[src/rtl/hdmi_config_sequencer.sv]
// Walks a {register, value} table held in an external synchronous ROM and issues each
// entry to the downstream I2C write controller, retrying failed transfers up to a limit.
module hdmi_config_sequencer #(
  parameter int          NUM_REGS       = 32,
  parameter logic [7:0]  SLAVE_ADDRESS  = 8'h72,
  parameter int          POWER_UP_DELAY = 20000,
  parameter int          GAP_CYCLES     = 4,
  parameter int          TIMEOUT_CYCLES = 1000,
  parameter int          RETRY_LIMIT    = 3
) (
  input  logic        clock,
  input  logic        reset,
  input  logic        restart,
  output logic [7:0]  rom_address,
  input  logic [15:0] rom_data,
  input  logic        i2c_done,
  input  logic        i2c_nack,
  output logic        i2c_start,
  output logic [15:0] register_data,
  output logic [7:0]  slave_address,
  output logic        busy,
  output logic        config_done,
  output logic        config_error,
  output logic [7:0]  error_count
);

  localparam logic [31:0] POWER_LAST   = 32'(POWER_UP_DELAY - 1);
  localparam logic [31:0] GAP_LAST     = 32'(GAP_CYCLES - 1);
  localparam logic [31:0] TIMEOUT_LAST = 32'(TIMEOUT_CYCLES - 1);
  localparam logic [7:0]  RETRY_LAST   = 8'(RETRY_LIMIT - 1);
  localparam logic [7:0]  INDEX_LAST   = 8'(NUM_REGS - 1);

  typedef enum logic [2:0] {
    S_POWER_WAIT,
    S_FETCH,
    S_LATCH,
    S_ISSUE,
    S_WAIT,
    S_GAP,
    S_DONE,
    S_ERROR
  } state_t;

  state_t      state, state_next;
  logic [31:0] count, count_next;
  logic [7:0]  index, index_next;
  logic [7:0]  retry, retry_next;
  logic        retry_pending, retry_pending_next;
  logic [7:0]  error_count_next;
  logic [15:0] register_data_next;
  logic        busy_next;

  always_ff @(posedge clock) begin
    if (reset) begin
      state         <= S_POWER_WAIT;
      count         <= '0;
      index         <= '0;
      retry         <= '0;
      retry_pending <= 1'b0;
      error_count   <= '0;
      register_data <= '0;
      busy          <= 1'b0;
    end else begin
      state         <= state_next;
      count         <= count_next;
      index         <= index_next;
      retry         <= retry_next;
      retry_pending <= retry_pending_next;
      error_count   <= error_count_next;
      register_data <= register_data_next;
      busy          <= busy_next;
    end
  end

  // One shared counter serves the power-up delay, the inter-transfer gap and the timeout.
  always_comb begin
    state_next         = state;
    count_next         = count;
    index_next         = index;
    retry_next         = retry;
    retry_pending_next = retry_pending;
    error_count_next   = error_count;
    register_data_next = register_data;
    case (state)
      S_POWER_WAIT: begin
        if (count == POWER_LAST) begin
          state_next = S_FETCH;
          count_next = '0;
          index_next = '0;
        end else begin
          count_next = count + 32'd1;
        end
      end
      S_FETCH: state_next = S_LATCH;
      S_LATCH: begin
        register_data_next = rom_data;
        state_next         = (rom_data == 16'hFFFF) ? S_DONE : S_ISSUE;
      end
      S_ISSUE: begin
        count_next = '0;
        state_next = S_WAIT;
      end
      S_WAIT: begin
        // A done arriving on the timeout cycle wins; the nack flag decides the outcome.
        if (i2c_done || (count == TIMEOUT_LAST)) begin
          count_next = '0;
          if (i2c_done && !i2c_nack) begin
            index_next         = index + 8'd1;
            retry_next         = '0;
            retry_pending_next = 1'b0;
            state_next         = (index == INDEX_LAST) ? S_DONE : S_GAP;
          end else begin
            if (error_count != 8'hFF) error_count_next = error_count + 8'd1;
            if (retry == RETRY_LAST) begin
              retry_next = '0;
              state_next = S_ERROR;
            end else begin
              retry_next         = retry + 8'd1;
              retry_pending_next = 1'b1;
              state_next         = S_GAP;
            end
          end
        end else begin
          count_next = count + 32'd1;
        end
      end
      S_GAP: begin
        if (count == GAP_LAST) begin
          count_next         = '0;
          retry_pending_next = 1'b0;
          state_next         = retry_pending ? S_ISSUE : S_FETCH;
        end else begin
          count_next = count + 32'd1;
        end
      end
      S_DONE, S_ERROR: begin
        if (restart) begin
          index_next         = '0;
          retry_next         = '0;
          retry_pending_next = 1'b0;
          count_next         = '0;
          state_next         = S_FETCH;
        end
      end
      default: state_next = S_POWER_WAIT;
    endcase
  end

  always_comb begin
    busy_next = (state_next != S_DONE) && (state_next != S_ERROR);
  end

  // On error the index still points at the failing entry, so rom_address reports it.
  assign rom_address   = index;
  assign i2c_start     = (state == S_ISSUE);
  assign config_done   = (state == S_DONE);
  assign config_error  = (state == S_ERROR);
  assign slave_address = SLAVE_ADDRESS;

endmodule

[config.mk]
export PLATFORM = sky130hd
export DESIGN_NAME = hdmi_config_sequencer
export DESIGN_NICKNAME = d
export VERILOG_FILES = /design/src/rtl/hdmi_config_sequencer.sv
export SDC_FILE = /design/constraint.sdc
export NUM_CORES = 1
export LEC_CHECK = 0
export ABC_AREA = 1
export BUFFER_PORTS_ARGS = -buffer_cell sky130_fd_sc_hd__buf_2
export CELL_PAD_IN_SITES_DETAIL_PLACEMENT = 0
export CELL_PAD_IN_SITES_GLOBAL_PLACEMENT = 2
export CORE_MARGIN = 2
export CORE_UTILIZATION = 29
export DETAILED_ROUTE_END_ITERATION = 12
export PLACE_DENSITY_LB_ADDON = 0.1
export REMOVE_ABC_BUFFERS = 1
export SYNTH_ARGS = -nofsm -noshare
export SYNTH_HDL_FRONTEND = slang
export SYNTH_SLANG_ARGS = --single-unit
[constraint.sdc]
create_clock -name clock -period 1.7 [get_ports clock]
set_input_delay 0.17 -clock clock [delete_from_list [all_inputs] [get_ports clock]]
set_output_delay 0.17 -clock clock [all_outputs]
set_load 0.02 [all_outputs]
[Word-level counts from Yosys, hierarchy flattened]
Index checks and enable logic that the tools add are counted.
Widths: inputs -> output; s select.
Storage, ports and cells
  output and inout bits: 44
  word-level logic and storage cells: 80
  input port bits: 21
  bits in registers: 77
Operators by class
  reduce and logical (&&, ||, !) cells: 15
  bitwise gates (word level): 1
  multiplexer cells: 30
  eq/ne operators: 22
  $add $sub $neg: 4
Operators by type and width (number)
  $pmux 32 s5: 1
  $mux 32: 4
  $mux 8: 7
  $add 32x1->32 const B: 1
  $eq 32x10->1 const B: 1
  $eq 32x15->1 const B: 1
  $eq 32x2->1 const B: 1
  $add 8x1->8 const B: 3
  $pmux 8 s3: 1
  $pmux 3 s7: 1
  $eq 16x16->1 const B: 1
  $pmux 8 s2: 1
  $mux 3: 5
  $eq 3x3->1 const B: 4
  $ne 2x2->1 const B: 5
  $reduce_and 5->1: 2
  $ne 3x3->1 const B: 3
  $eq 8x2->1 const B: 1
  $eq 8x5->1 const B: 1
  $mux 2: 4
  $ne 8x8->1 const B: 1
  $eq 3x2->1 const B: 2
  $reduce_bool 3->1: 2
  $mux 1: 5
  other kinds (13): 14

[Depth between registers and ports, before layout]
Gate-level depths: netlist of the first run.
  word-level depth: 7
  gate-level depth with buffers: 13
  mapped depth without buffers: 12

[Worst setup path after synthesis of the first run]
OpenSTA, ideal clock, no wires.
  path type: register to register
  start point: register error_count[1]
  end point: register error_count[0]
  cell stages (with the launch flop): 10
  library setup time: 0.115 ns
  period minus slack after synthesis: 1.694 ns
  path slack: 0.006 ns
  data arrival time: 1.580 ns
  buffers on the path: 0
  required time: 1.585 ns
  cell sequence: dfxtp_1 -> ha_1 -> nand3_1 -> nor2_1 -> nand3_1 -> nand2_1 -> clkinv_1 -> nand2_2 -> a21oi_1 -> o21a_1
On the way
  cells in the longest elaborated chain, start to end: 2
RTL lines
  start, declared: line 24  | output logic [7:0] error_count
  start signal, assigned: line 69  | error_count <= error_count_next;
  $ne 8x8->1: line 113  | if (error_count != 8'hFF) error_count_next = error_count + 8'd1;
  $reduce_and 4->1 (no source line)
Every way passes these cells.
A chain may end at the register's enable or synchronous reset.

[Final worst setup path of the first run]
  start point: register count[1]
  end point: register count[17]
On the way
  cells in the longest elaborated chain, start to end: 4
  elaborated cells between the ends (all ways): 9
  those cells by class: 1 x add/sub; 3 x eq/ne; 4 x mux; 1 x reduce/logical
RTL lines
  start, declared: line 45  | logic [31:0] count, count_next;
  start signal, assigned: line 65  | count <= count_next;
  branches (longest 3 deep; another with $add 32x1->32)
  $pmux 32 s5 *: line 84  | case (state)
Every way passes the cells marked *.

==> impl_metrics.env, run 1 <==
export IMPL_status="finished, violations left"
export IMPL_violations="setup timing"
export IMPL_synth_simple_gate_area_share_pct=40.0
export IMPL_top_usage_layer="met2"
export IMPL_cellLeakagePower_nw=2.90
export IMPL_grt_max_degree=34
export IMPL_synthXorXnorAreaFrac_pct=5.19
export IMPL_dp_hpwl_um=10300
export IMPL_path_max_fanout=7
export IMPL_grt_pass1_vias=4725
export IMPL_use_met2_pct=28.3
export IMPL_io_pins=65
export IMPL_cts_hold_buf=0
export IMPL_antenna_cells=0
export IMPL_async_flop_share_pct=0
export IMPL_drtAntennaViolNets=0
export IMPL_setup_ws_ps=-32.3
export IMPL_drv_slew=0
export IMPL_placed_cells=1025
export IMPL_skew_ps=6.86
export IMPL_cts_tree="done"
export IMPL_crit_chain="ha_4, nand3_1, nor2_2, nand2_2, o21ai_4, nand3_4, nand2_2, nand2_4, nand2_8, buf_12, buf_12, nor2_2"
export IMPL_max_freq_mhz=577
export IMPL_yosys_register_bits=77
export IMPL_synth_avg_cell_area_sq_um=6.72
export IMPL_layout_drive_gt1_share_pct=40.6
export IMPL_worst_setup_path_type="reg2reg"
export IMPL_initial_utilization_pct=29.9
export IMPL_syn_area_sq_um=4560
export IMPL_hold_viol=0
export IMPL_design_core_area_sq_um=15300
export IMPL_synthAdderAreaFrac_pct=1.37
export IMPL_start_kind="register"
export IMPL_cts_buffers=9
export IMPL_pre_cts_ws_ps=-139
export IMPL_cts_num_sinks=77
export IMPL_p_per_area_nw_per_um2=801
export IMPL_stdcell_count=1056
export IMPL_arrival_ps=1970
export IMPL_route_detailed_drc=0
export IMPL_clkLatencyLatePin_ps=350
export IMPL_wl_um=13800
export IMPL_slowest_delay_ps=360
export IMPL_synth_mux_area_fraction_pct=0
export IMPL_track_usage_pct=17.5
export IMPL_gr_total_overflow=0
export IMPL_yosysTopAreaCellShare_pct=33.8
export IMPL_synth_compound_area_share_pct=9.67
export IMPL_synth_edff_count=0
export IMPL_setup_viol=15
export IMPL_netlist_top_cell_by_area="dfxtp_1"
export IMPL_synth_most_common_cell="nand2_1"
export IMPL_period_share_pct=102
export IMPL_holdWs_ps=53.1
export IMPL_period_minus_slack_ps=1730
export IMPL_hp_class="in2reg"
export IMPL_die_area_sq_um=16700
export IMPL_cpMaxStageDelayCell="dfxtp_4"
export IMPL_grt_setup_unrepaired="yes"
export IMPL_cts_root_buf="clkbuf_16"
export IMPL_yosysUniqueCellTypes=41
export IMPL_vias=4816
export IMPL_nFillCells=1605
export IMPL_dpl_cell_area_sq_um=5710
export IMPL_final_nets=866
export IMPL_synth_cells=678
export IMPL_ctsHtreeMaxLevel=3
export IMPL_met3_usage_pct=3.63
export IMPL_portBuffers=56
export IMPL_fp_dieH_um=129
export IMPL_cp_required_ps=1940
export IMPL_grt_pass1_wl_um=23100
export IMPL_gp_congestion=0.837
export IMPL_synth_area_top_cells="dfxtp_1 34%, nand2_1 10%, nor2_1 10%, nand3_1 5.8%, inv_1 5.4%"
export IMPL_synth_top_family_by_area="simple AND/OR/NAND/NOR gates"
export IMPL_synth_common_cells="127 x nand2_1, 126 x nor2_1, 77 x dfxtp_1"
export IMPL_syn2layout_area_growth_pct=44.2
export IMPL_synth_ff_type="dfxtp_1"
export IMPL_drtIter0Drc=228
export IMPL_groute_layer_met1_usage_pct=23.2
export IMPL_dr_pass1_iters=4
export IMPL_std_cell_rows=45
export IMPL_clockBufferDepth=2
export IMPL_ys_warn_count=0
export IMPL_drv_cap=0
export IMPL_cts_reportedPaths_clkPinSlew_ps=70
export IMPL_design_area_sq_um=6570
export IMPL_wl_per_cell_um=13.1
export IMPL_vdd_drop_max_uv=519
export IMPL_synth_seq_area_share_pct=33.8
export IMPL_end_kind="register"
export IMPL_antenna_found_initial=0
export IMPL_via_per_inst=4.56
export IMPL_dieWidth_um=129
-- metal layers --
| metal | up-vias | wire length, um |
|---|---|---|
| met4 | 0 | 199 |
| met3 | 12 | 497 |
| met2 | 75 | 6430 |
| li1 | 2481 | - |
| met5 | - | 0 |
| met1 | 2248 | 6690 |
-- final timing paths --
kind,start,slack (ps),depth (start not counted),endpoint
worst min register to register,retry_pending,470,2,retry_pending
worst max register to register,count[1],-30,12,count[17]
worst min-delay path,rom_data[12],50,3,register_data[12]
worst max-delay path,count[1],-30,12,count[17]
-- cell families (layout without fill, tap and decap cells) --
kind of cell,Yosys count,after routing
AND/OR/NAND/NOR,391,391
buffers and inverters,95,256
AO/OA/AOI/OAI,81,81
flip-flops,77,77
XOR/XNOR,27,27
adder cells (fa/ha/maj),5,5
other,2,8
-- final cells by class --
cell class                      instances  area (sq um)  share of cell area (%)
Multi-Input combinational cell        512          2880                    43.9
Clock inverter                          6           110                    1.68
Sequential cell                        77          1590                    24.1
Timing Repair Buffer                  167          1210                    18.4
Tap cell                              211           264                    4.02
Clock buffer                           10           239                    3.64
Inverter                               73           282                    4.28
-- report_power, final --
part	total (mW)	switching [mW]	internal (mW)
combinational	0.973	0.594	0.379
clock	2.32	0.844	1.47
sequential	1.97	0.0695	1.90
total	5.26	1.51	3.75
-- placed cells by master, fill, tap and decap left out, types with 5 or more instances in the layout --
| cell | instances |
|---|---|
| nand2_1 | 109 |
| nor2_1 | 102 |
| buf_4 | 102 |
| buf_2 | 56 |
| dfxtp_1 | 53 |
| nand3_1 | 49 |
| inv_1 | 47 |
| nor2_2 | 41 |
| o21ai_0 | 32 |
| a21oi_1 | 28 |
| inv_2 | 22 |
| nand2_2 | 22 |
| xor2_1 | 21 |
| dfxtp_2 | 18 |
| nand4_1 | 16 |
| nor3_1 | 12 |
| nor2_4 | 12 |
| clkbuf_16 | 9 |
| o21ai_1 | 8 |
| conb_1 | 8 |
| a21oi_2 | 7 |
| nand3_2 | 6 |
| nand2_4 | 6 |
| dfxtp_4 | 6 |
| xnor2_1 | 5 |
| buf_12 | 5 |
-- sequential cells by signal, indices dropped and copies added, names as in the netlist --
name           cells
retry              8
count             32
error_count        8
rom_address        8
retry_pending      1
busy               1
register_data     16
state              3
-- metrics by stage --
step	setup TNS (ps)	power (mW)	util (%)
6_report	-376	5.26	43.1
5_1_grt	-2970	5.50	43.1
4_1_cts	-852	5.31	41.1
3_5_place_dp	-5540	2.89	37.4
3_3_place_gp	-5030	2.89	37.4
2_1_floorplan	-3.81	2.50	-
-- critical path, delay by kind of cell, from the launching register on --
family	cells	cell delay, ps
fa+ha+maj	1	160
buf+inv	2	230
flops	1	360
compound gates	1	160
simple gates	8	700
-- what timing repair did --
item	4_1_cts	5_1_grt
endpoints found under the setup margin	57	60
gates cloned	1	0
pin swaps	2	29
resized for setup	38	99
setup buffers	8	6
(Power assumes the default switching activity.)
==> run 2, diff against run 1 <==
--- a/config.mk
+++ b/config.mk
@@ -14,6 +14,7 @@
 export DETAILED_ROUTE_END_ITERATION = 12
 export PLACE_DENSITY_LB_ADDON = 0.1
 export REMOVE_ABC_BUFFERS = 1
+export SKIP_LAST_GASP = 1
 export SYNTH_ARGS = -nofsm -noshare
 export SYNTH_HDL_FRONTEND = slang
 export SYNTH_SLANG_ARGS = --single-unit
==> run 2 against run 1 <==
The flow still finishes with violations (setup timing); hold slack improved by 3.2 ps; core utilization barely moved; setup slack improved by 1.7 ps; sequential cell count did not move.
==> impl_metrics.env, run 2 (synthesis results as in run 1) <==
export IMPL_cts_num_sinks=77
export IMPL_antenna_found_initial=0
export IMPL_antenna_cells=0
export IMPL_grt_setup_unrepaired="yes"
export IMPL_largest_register="count"
export IMPL_layout_drive_gt1_share_pct=40.5
export IMPL_multi_input_area_sq_um=2880
export IMPL_drv_slew=0
export IMPL_met2_length_um=6410
export IMPL_end_kind="register"
export IMPL_die_area_sq_um=16700
export IMPL_ctsHtreeMaxLevel=3
export IMPL_drv_cap=0
export IMPL_p_per_area_nw_per_um2=801
export IMPL_drtIter0Drc=274
export IMPL_hp_class="in2reg"
export IMPL_gr_total_overflow=0
export IMPL_portBuffers=56
export IMPL_seqCellArea_sq_um=1590
export IMPL_via_per_inst=4.56
export IMPL_cts_root_buf="clkbuf_16"
export IMPL_std_cell_rows=45
export IMPL_cts_tree="done"
export IMPL_wl_um=13800
export IMPL_setup_ws_ps=-30.6
export IMPL_stdcell_count=1056
export IMPL_skew_ps=6.83
export IMPL_grt_pass1_wl_um=23100
export IMPL_design_core_area_sq_um=15300
export IMPL_arrival_ps=1970
export IMPL_grt_pass1_vias=4725
export IMPL_setup_tns_ps=-350
export IMPL_start_kind="register"
export IMPL_period_share_pct=102
export IMPL_highest_signal_layer="met4"
export IMPL_initial_utilization_pct=29.9
export IMPL_wl_met1_um=6620
export IMPL_track_usage_pct=17.5
export IMPL_drtAntennaViolNets=0
export IMPL_max_freq_mhz=578
export IMPL_placed_cells=1025
export IMPL_grt_max_degree=34
export IMPL_path_max_fanout=7
export IMPL_syn2layout_area_growth_pct=44.1
export IMPL_cts_hold_buf=0
export IMPL_dr_wl_met3_um=553
export IMPL_route_detailed_drc=0
export IMPL_fp_dieH_um=129
export IMPL_nFillCells=1605
export IMPL_largest_register_ffs=32
export IMPL_vdd_drop_max_uv=513
export IMPL_dieWidth_um=129
export IMPL_io_pins=65
export IMPL_gp_congestion=0.837
export IMPL_reg_top3="count (32), register_data (16)"
export IMPL_clkLatencyLatePin_ps=350
export IMPL_period_minus_slack_ps=1730
export IMPL_clockBufferDepth=2
export IMPL_cp_required_ps=1940
export IMPL_hold_viol=0
export IMPL_dp_hpwl_um=10300
export IMPL_cts_buffers=9
export IMPL_setup_viol=15
export IMPL_vias=4813
export IMPL_violations="setup timing"
export IMPL_status="finished, violations left"
export IMPL_dr_pass1_iters=4
export IMPL_final_cell_mix="109 x nand2_1, 102 x nor2_1, 102 x buf_4"
export IMPL_final_nets=866
export IMPL_wl_per_cell_um=13.0
export IMPL_final_common_cell="nand2_1"
export IMPL_worst_setup_path_type="reg2reg"
export IMPL_cts_reportedPaths_clkPinSlew_ps=70
export IMPL_cellLeakagePower_nw=2.90
[run 2: changes by cell type in the layout (fill, tap and decap cells not counted)]
| cell | delta |
|---|---|
| a21oi_1 | +1 |
| a21oi_2 | -1 |
[run 2: metrics by stage]
step	hold slack, ps	total power [mW]	setup slack [ps]	util [%]	area [sq um]
after floorplan	239	2.50	-3.81	-	4410
after global placement	410	2.89	-141	37.4	5710
after detailed placement	418	2.89	-139	37.4	5710
after CTS	42.2	5.31	-64.6	41.1	6260
after global routing	62.9	5.50	-122	43.0	6570
final	56.3	5.26	-30.6	43.0	6570
[run 2: worst paths after layout]
path | to | slack [ps] | start | depth (start not counted)
min reg2reg | retry_pending | 470 | retry_pending | 2
max | count[17] | -30 | count[1] | 12
min | register_data[12] | 60 | rom_data[12] | 3
max reg2reg | count[17] | -30 | count[1] | 12
[run 2: report_power, final]
| group | internal [mW] | leakage (nW) | switching [mW] | total (mW) |
|---|---|---|---|---|
| Clock | 1.47 | 0.165 | 0.842 | 2.32 |
| Combinational | 0.379 | 2.10 | 0.594 | 0.973 |
| Sequential | 1.90 | 0.635 | 0.0699 | 1.97 |
| Total | 3.75 | 2.90 | 1.51 | 5.26 |
[run 2: layer usage]
| layer | vias to the layer above | track usage [%] |
|---|---|---|
| met5 | - | 0 |
| met4 | 0 | 5.69 |
| met3 | 12 | 3.63 |
| met2 | 88 | 28.3 |
| met1 | 2232 | 23.2 |
| li1 | 2481 | - |
[run 2: repair_timing]
action,in CTS,in global routing
setup endpoints to repair,57,60
setup buffers,8,6
gates resized for setup,37,99
pin swaps,2,30
gates cloned,1,0
[run 2: final cells by class]
cell class / count / area share [%]
Clock buffer: 10 / 3.64
Clock inverter: 6 / 1.68
Inverter: 73 / 4.29
Multi-Input combinational cell: 512 / 43.8
Sequential cell: 77 / 24.2
Tap cell: 211 / 4.02
Timing Repair Buffer: 167 / 18.4
[run 2: critical path: stages (launching register included)]
cell     delay, ps
dfxtp_4        360
ha_4           160
nand3_1        100
nor2_2         150
nand2_2         90
o21ai_4        160
nand3_4         90
nand2_2         90
nand2_4         70
nand2_8         80
buf_12         110
buf_12         120
nor2_2          30
==> run 3, diff against run 2 <==
--- a/config.mk
+++ b/config.mk
@@ -11,10 +11,10 @@
 export CELL_PAD_IN_SITES_GLOBAL_PLACEMENT = 2
 export CORE_MARGIN = 2
 export CORE_UTILIZATION = 29
+export CTS_CLUSTER_SIZE = 16
 export DETAILED_ROUTE_END_ITERATION = 12
-export PLACE_DENSITY_LB_ADDON = 0.1
+export PLACE_DENSITY = 0.83
 export REMOVE_ABC_BUFFERS = 1
-export SKIP_LAST_GASP = 1
 export SYNTH_ARGS = -nofsm -noshare
 export SYNTH_HDL_FRONTEND = slang
 export SYNTH_SLANG_ARGS = --single-unit
==> run 3 against run 2 <==
The run still ends with setup timing left; design area shrank 1.5%; die area is the same; clock power shrank 21%; non-clock buffer count shrank 3; sequential share of layout area grew 0.44 points; critical endpoint is now count[23]; highest routed layer unchanged.
==> impl_metrics.env, run 3 (synthesis results as in run 1) <==
export IMPL_status="finished, violations left"
export IMPL_violations="setup timing"
export IMPL_worstSetupStartpoint="count[0]"
export IMPL_hp_class="in2reg"
export IMPL_track_usage_pct=16.5
export IMPL_crit_chain="ha_4, nand2_4, nor2_4, buf_6, nand3_2, nor2_2, nand3_2, nand2_2, nand2_4, nand2_4, buf_12, buf_12, nor2_2"
export IMPL_drtIter0Drc=290
export IMPL_route_detailed_drc=0
export IMPL_vias=4824
export IMPL_drv_slew=0
export IMPL_cts_num_sinks=77
export IMPL_r2r_setup_slack_ps=-20
export IMPL_final_nets=863
export IMPL_r2r_end="count[23]"
export IMPL_hold_viol=0
export IMPL_design_core_area_sq_um=15300
export IMPL_slowest_delay_ps=360
export IMPL_io_pins=65
export IMPL_layout_drive_gt1_share_pct=40.3
export IMPL_p_per_area_nw_per_um2=729
export IMPL_portBuffers=56
export IMPL_drtAntennaViolNets=0
export IMPL_final_cell_mix="109 x nand2_1, 102 x nor2_1, 99 x buf_4"
export IMPL_final_common_cell="nand2_1"
export IMPL_skew_ps=7.28
export IMPL_setup_ws_ps=-23.9
export IMPL_reg2reg_from="count[0]"
export IMPL_cp_common_cell="nand2_4"
export IMPL_antenna_cells=0
export IMPL_syn2layout_area_growth_pct=42.0
export IMPL_arrival_ps=1960
export IMPL_cpMaxStageDelayCell="dfxtp_2"
export IMPL_ctsHtreeMaxLevel=3
export IMPL_path_max_fanout=8
export IMPL_reg_top3="count (32), register_data (16)"
export IMPL_std_cell_rows=45
export IMPL_die_area_sq_um=16700
export IMPL_largest_register_ffs=32
export IMPL_antenna_found_initial=0
export IMPL_largest_register="count"
export IMPL_via_per_inst=4.58
export IMPL_grt_pass1_vias=4659
export IMPL_dr_pass1_iters=5
export IMPL_crit_end="count[23]"
export IMPL_cts_tree="done"
export IMPL_end_kind="register"
export IMPL_setup_tns_ps=-124
export IMPL_setup_viol=9
export IMPL_period_minus_slack_ps=1720
export IMPL_clockBufferDepth=2
export IMPL_initial_utilization_pct=29.9
export IMPL_clkLatencyLatePin_ps=340
export IMPL_drv_cap=0
export IMPL_max_freq_mhz=580
export IMPL_r2r_cells=13
export IMPL_cts_buffers=9
export IMPL_fp_dieH_um=129
export IMPL_cellLeakagePower_nw=2.87
export IMPL_grt_max_degree=34
export IMPL_pre_cts_ws_ps=-135
export IMPL_start_kind="register"
export IMPL_gr_total_overflow=0
export IMPL_cp_required_ps=1930
export IMPL_dp_hpwl_um=9820
export IMPL_period_share_pct=101
export IMPL_worstHoldStart="rom_data[6]"
export IMPL_cts_root_buf="clkbuf_16"
export IMPL_worst_setup_path_type="reg2reg"
export IMPL_vdd_drop_max_uv=540
export IMPL_wl_per_cell_um=12.7
export IMPL_wl_um=13400
export IMPL_gp_congestion=0.882
export IMPL_grt_pass1_wl_um=22000
export IMPL_nFillCells=1569
export IMPL_grt_setup_unrepaired="yes"
export IMPL_cts_hold_buf=0
export IMPL_cts_reportedPaths_clkPinSlew_ps=60
export IMPL_dieWidth_um=129
## run 3: changes by cell type in the layout (fill, tap and decap cells not counted), moves of 3 or more
cell / change
a21oi_1: +4
a21oi_2: -4
buf_4: -3
bufinv_16: -3
nor2_2: +3
nor2_4: -3
## run 3: worst min path at each step
stage / to / slack [ps] / cells after the start
final: register_data[6] / 70 / 3
after CTS: register_data[6] / 60 / 3
after floorplan: busy / 240 / 1
after detailed placement: register_data[6] / 420 / 3
after global placement: register_data[1] / 410 / 3
after global routing: register_data[9] / 70 / 3
## run 3: power breakdown
| part | total [mW] | switching [mW] | internal, mW |
|---|---|---|---|
| logic | 0.913 | 0.573 | 0.340 |
| clock network | 1.83 | 0.799 | 1.03 |
| registers | 1.98 | 0.0737 | 1.90 |
## run 3: timing repair
| item | in CTS | in global routing |
|---|---|---|
| cloned | 1 | 0 |
| setup endpoints to repair | 53 | 58 |
| pin swaps | 18 | 36 |
| gates resized for setup | 43 | 93 |
| buffers inserted | 8 | 8 |
## run 3: cell type report
type,instances,area [sq um],area share (%)
clock buffer,11,243,3.75
clock inverter,5,35.0,0.541
inverter,73,282,4.35
multi-input combinational,512,2880,44.5
sequential,77,1590,24.6
tap,211,264,4.08
timing repair buffer,164,1180,18.2
## run 3: per-stage QoR
stage | power (mW) | hold WS [ps] | utilization (%) | cell area [sq um] | instances
floorplan | 2.50 | 239 | - | 4410 | 662
global route | 4.96 | 74.8 | 42.4 | 6470 | 1053
detailed placement | 2.85 | 417 | 37.2 | 5680 | 1021
global placement | 2.84 | 413 | 37.2 | 5680 | 1021
finish | 4.72 | 67.3 | 42.4 | 6470 | 1053
CTS | 4.74 | 60.9 | 40.5 | 6180 | 1046
## run 3: per-layer routing
layer	up-vias	part of all wire (%)	wire [um]	global-route usage, %
li1	2472	-	-	-
met5	-	0	0	0
met2	124	46	6180	27.0
met3	29	5.2	697	3.01
met1	2199	46	6170	21.3
met4	0	2.6	353	6.84
## run 3: critical path, delay by kind of cell (launching register included)
family	cells	cell delay [ps]
simple gates	9	750
flops	1	360
buf+inv	3	340
fa+ha+maj	1	160
